<file path="src/rtl/layer_serializer.sv">
// Gathers one parallel layer's neuron outputs and replays them as a gap-free serial stream,
// neuron 0 first, flagging any word that arrives while the previous layer is unconsumed.
module layer_serializer #(
  parameter int unsigned numNeurons = 30,
  parameter int unsigned dataWidth  = 16
) (
  input  logic                              i_clk,
  input  logic                              i_rst,
  input  logic [numNeurons-1:0]             i_in_valid,
  input  logic [numNeurons*dataWidth-1:0]   i_in_data,
  output logic                              o_out_valid,
  output logic [dataWidth-1:0]              o_out_data,
  output logic                              o_out_last,
  output logic                              o_busy,
  output logic                              o_overrun
);

  localparam int unsigned IdxW = (numNeurons > 1) ? $clog2(numNeurons) : 1;
  localparam logic [IdxW-1:0] LastIdx = IdxW'(numNeurons - 1);

  typedef enum logic {StCollect, StSend} state_e;

  state_e                r_state;
  logic [numNeurons-1:0] r_captured;
  logic [IdxW-1:0]       r_idx;
  logic [dataWidth-1:0]  r_buf [numNeurons];

  logic [numNeurons-1:0] w_all_seen;
  assign w_all_seen = r_captured | i_in_valid;

  assign o_busy = (r_state == StSend);

  // Word storage carries no reset; it is only meaningful once its captured bit is set.
  always_ff @(posedge i_clk) begin
    if (!i_rst && r_state == StCollect) begin
      for (int k = 0; k < int'(numNeurons); k++) begin
        if (i_in_valid[k]) r_buf[k] <= i_in_data[k*dataWidth +: dataWidth];
      end
    end
  end

  always_ff @(posedge i_clk) begin
    if (i_rst) begin
      r_state     <= StCollect;
      r_captured  <= '0;
      r_idx       <= '0;
      o_out_valid <= 1'b0;
      o_out_last  <= 1'b0;
      o_out_data  <= '0;
      o_overrun   <= 1'b0;
    end else begin
      o_out_valid <= 1'b0;
      o_out_last  <= 1'b0;
      unique case (r_state)
        StCollect: begin
          r_captured <= w_all_seen;
          if (|(r_captured & i_in_valid)) o_overrun <= 1'b1;
          if (&w_all_seen) begin
            r_state <= StSend;
            r_idx   <= '0;
          end
        end
        StSend: begin
          // Inputs arriving mid-stream are dropped but still reported.
          if (|i_in_valid) o_overrun <= 1'b1;
          o_out_valid <= 1'b1;
          o_out_data  <= r_buf[r_idx];
          o_out_last  <= (r_idx == LastIdx);
          if (r_idx != LastIdx) begin
            r_idx <= r_idx + 1'b1;
          end else begin
            r_state    <= StCollect;
            r_captured <= '0;
            r_idx      <= '0;
          end
        end
        default: r_state <= StCollect;
      endcase
    end
  end

endmodule
</file>
<file path="config.mk">
export PLATFORM = sky130hd
export DESIGN_NAME = layer_serializer
export DESIGN_NICKNAME = d
export VERILOG_FILES = /design/src/rtl/layer_serializer.sv
export SDC_FILE = /design/constraint.sdc
export NUM_CORES = 1
export LEC_CHECK = 0
export BUFFER_PORTS_ARGS = -buffer_cell sky130_fd_sc_hd__clkbuf_2
export CAP_MARGIN = 15
export CORE_MARGIN = 1.5
export CORE_UTILIZATION = 51
export CTS_CLUSTER_SIZE = 16
export DETAILED_ROUTE_END_ITERATION = 16
export GPL_ROUTABILITY_DRIVEN = 0
export PLACE_DENSITY = 0.8
export SYNTH_ARGS = -nofsm -noshare
export SYNTH_HDL_FRONTEND = slang
export SYNTH_SLANG_ARGS = --single-unit
</file>
<file path="constraint.sdc">
create_clock -name i_clk -period 6.3 [get_ports i_clk]
set_input_delay 0.945 -clock i_clk [delete_from_list [all_inputs] [get_ports i_clk]]
set_output_delay 0.945 -clock i_clk [all_outputs]
set_load 0.05 [all_outputs]
</file>
==> metrics.txt <==
number of global-route vias before repair 13.95k; yosys synthesis warning count 0; Root Buffer clkbuf_16; initial core utilization 0.5150; core area 0.04065 mm^2; r2r setup slk 3150 ps; max-slew violation count 0; combinational power share 0.055; Congestion Overflow GR 0; # H-tree levels 2; Rows 74; Post-DP Area 0.02391 mm^2; clock share of power 0.411; DRC errors left 0; reg-to-reg startpoint r_idx[0]; Die Span X 205.6 um; area grow syn2layout 22.68%; Startpoint Class flop; largest net degree at the start of global routing 94; Hold Vio Cnt, Final 0; Final min period 3150 ps; Resized cells post-CTS 0; sequential cell area fraction in the yosys report 0.7412; Synth Instances 1,142; critical path endpoint o_out_data[2]; Final ANT Viol Nets 0; R2R cell count 4; syn_area_per_cell 18.33 um^2; pwr/cell area 299.0 mW/mm^2; CP endpoint kind flop; via count 14.09k; post-DP HPWL 52,060 um; Initial DRC Count 1,946; Post-Syn Nets 1,656; Post-layout nets 2,189; Critical path origin r_idx[0]; kind of critical path reg -> reg; GRT busiest layer met2; Post-Route Setup TNS 0 ps; grt met1 use 0.4499; Worst slew margin 0.1923; Tot GR Track Use 0.3299; met2 usage 0.5046; commonest non-fill, non-tap cell in the layout clkbuf_2; FFs w/ async S/R, synth 0; Synth Flop Type edfxtp_1; CP arrival 3620 ps; R2R Path End o_out_data[2]; Clock transition at path regs 70 ps; Max clock buf depth 3; Req. time, crit path 6770 ps; synthesized cell area 0.02093 mm^2; number of synthesized flops with an enable pin 480; initial antenna violation count 9; library cells used by synthesis 56; Final Cell Area 0.02568 mm^2; Die Span Y 205.6 um; Skew-Pair Late Insertion Delay 620 ps; DRT Pass-1 Iters 6; first-pass GRT wire length 96,340 um; # port buffers 531; CTS buffer count 53; switching pwr 1662 uW; proportion of layout cells with a drive suffix above 1 0.4266; met3 Use GR 0.08600; Pint 6017 uW; max-cap viol count 0; final setup fails 0; num ports 532; outcome complete, no violations; Hold Path Class in -> reg; Max rail drop VDD 0.1903 mV; period utilization 0.5000; sequential share of power 0.534; RSZ-0062 raised after global routing no; synthesized flop and latch total 535; Routed WL 69,890 um; switching part of the total 0.2164; hold buffers post-CTS 0; skew final 22.84 ps; P_leak 0.009351 uW; FMAX 317.4 MHz; crit-path max FO 53; CTS tree done; Die Footprint 0.04227 mm^2; Tightest Pin Transition 1207 ps; drt wl/cell 30.91 um; clk sinks 535; most frequent cells in the layout clkbuf_2 (531), edfxtp_1 (480), nor2_1 (103), mux4_2 (80); vias per cell 6.233; Post-CTS Setup Bufs 0
registers in the layout, indices dropped and copies added (netlist names):
signal / flops
r_buf: 480
o_overrun: 1
o_out_valid: 1
o_busy: 1
r_captured: 30
o_out_last: 1
r_idx: 5
o_out_data: 16
Yosys cell counts, types with 10 or more instances:
library cell	count	area [um^2]
buf_2	11	55.05
nor4_1	16	100.1
nor3_1	10	50.05
a22oi_1	17	127.6
nor2_1	104	390.4
o21ai_0	13	65.06
and2_1	32	200.2
edfxtp_1	480	14410
clkbuf_1	19	71.32
a221oi_1	10	87.58
buf_6	16	180.2
mux2i_1	53	530.5
o22ai_1	21	131.4
mux2_2	25	281.5
mux4_2	80	1802
a21oi_1	17	85.08
nand2_1	27	101.4
dfxtp_1	55	1101
buf_4	10	75.07
worst max-delay path, cell delays in order (launching register included):
cell	delay, ps
dfxtp_4	1010
buf_4	700
mux4_2	650
a211oi_1	470
a2111oi_2	130
power groups by stage:
stage	combinational [uW]	clock, uW	sequential [uW]
final	419	3160	4100
after global routing	441	3300	4110
after CTS	415	3170	4100
after detailed placement	412	0	4170
after global placement	406	0	4160
after floorplan	136	0	4140
worst min path at each step:
stage                    from              to  slack, ps  cells past startpoint
3_3_place_gp    o_out_data[5]   o_out_data[5]        480                      2
4_1_cts        i_in_data[213]    r_buf[13][5]        480                      1
5_1_grt        i_in_data[213]    r_buf[13][5]        490                      1
3_5_place_dp   o_out_data[13]  o_out_data[13]        480                      2
6_report       i_in_data[213]    r_buf[13][5]        490                      1
2_1_floorplan  r_captured[20]  r_captured[20]        460                      2
through the flow:
stage	hold WS, ps	total power (uW)	utilization	worst slack, ps	cells
floorplan	459.0	4277	-	3724	1142
global placement	478.8	4569	0.5883	3082	2151
detailed placement	482.9	4582	0.5883	2932	2151
CTS	481.2	7684	0.6306	3134	2247
global route	486.4	7849	0.6313	2953	2254
finish	490.8	7679	0.6318	3150	2261
cell type report:
cell class	count	area [um^2]
clock buffer	60	1353
antenna	13	32.53
tap	532	665.6
sequential	535	15520
inverter	5	18.77
timing repair buffer	540	2745
fill	2846	14970
clock inverter	36	365.4
multi-input combinational	540	4975
logic make-up (layout without fill, tap and decap cells):
logic type / Yosys count / in the layout / synth area share
DFF: 535 / 535 / 0.7412
and+or+nand+nor: 237 / 237 / 0.05457
muxes: 165 / 165 / 0.1337
AOI/OAI and AO/OA: 136 / 136 / 0.04788
buffers and inverters: 67 / 641 / 0.02152
adders and majority gates: 2 / 2 / 0.001195
other: 0 / 13 / 0
routing by layer:
metal | part of all wire | wire (um) | up-vias
met4 | 0.046 | 3206 | 0
met3 | 0.12 | 8676 | 200
met5 | 0 | 0 | -
met1 | 0.37 | 25790 | 6970
li1 | - | - | 5734
met2 | 0.46 | 32220 | 1189
Power figures use the tool's default switching activity.
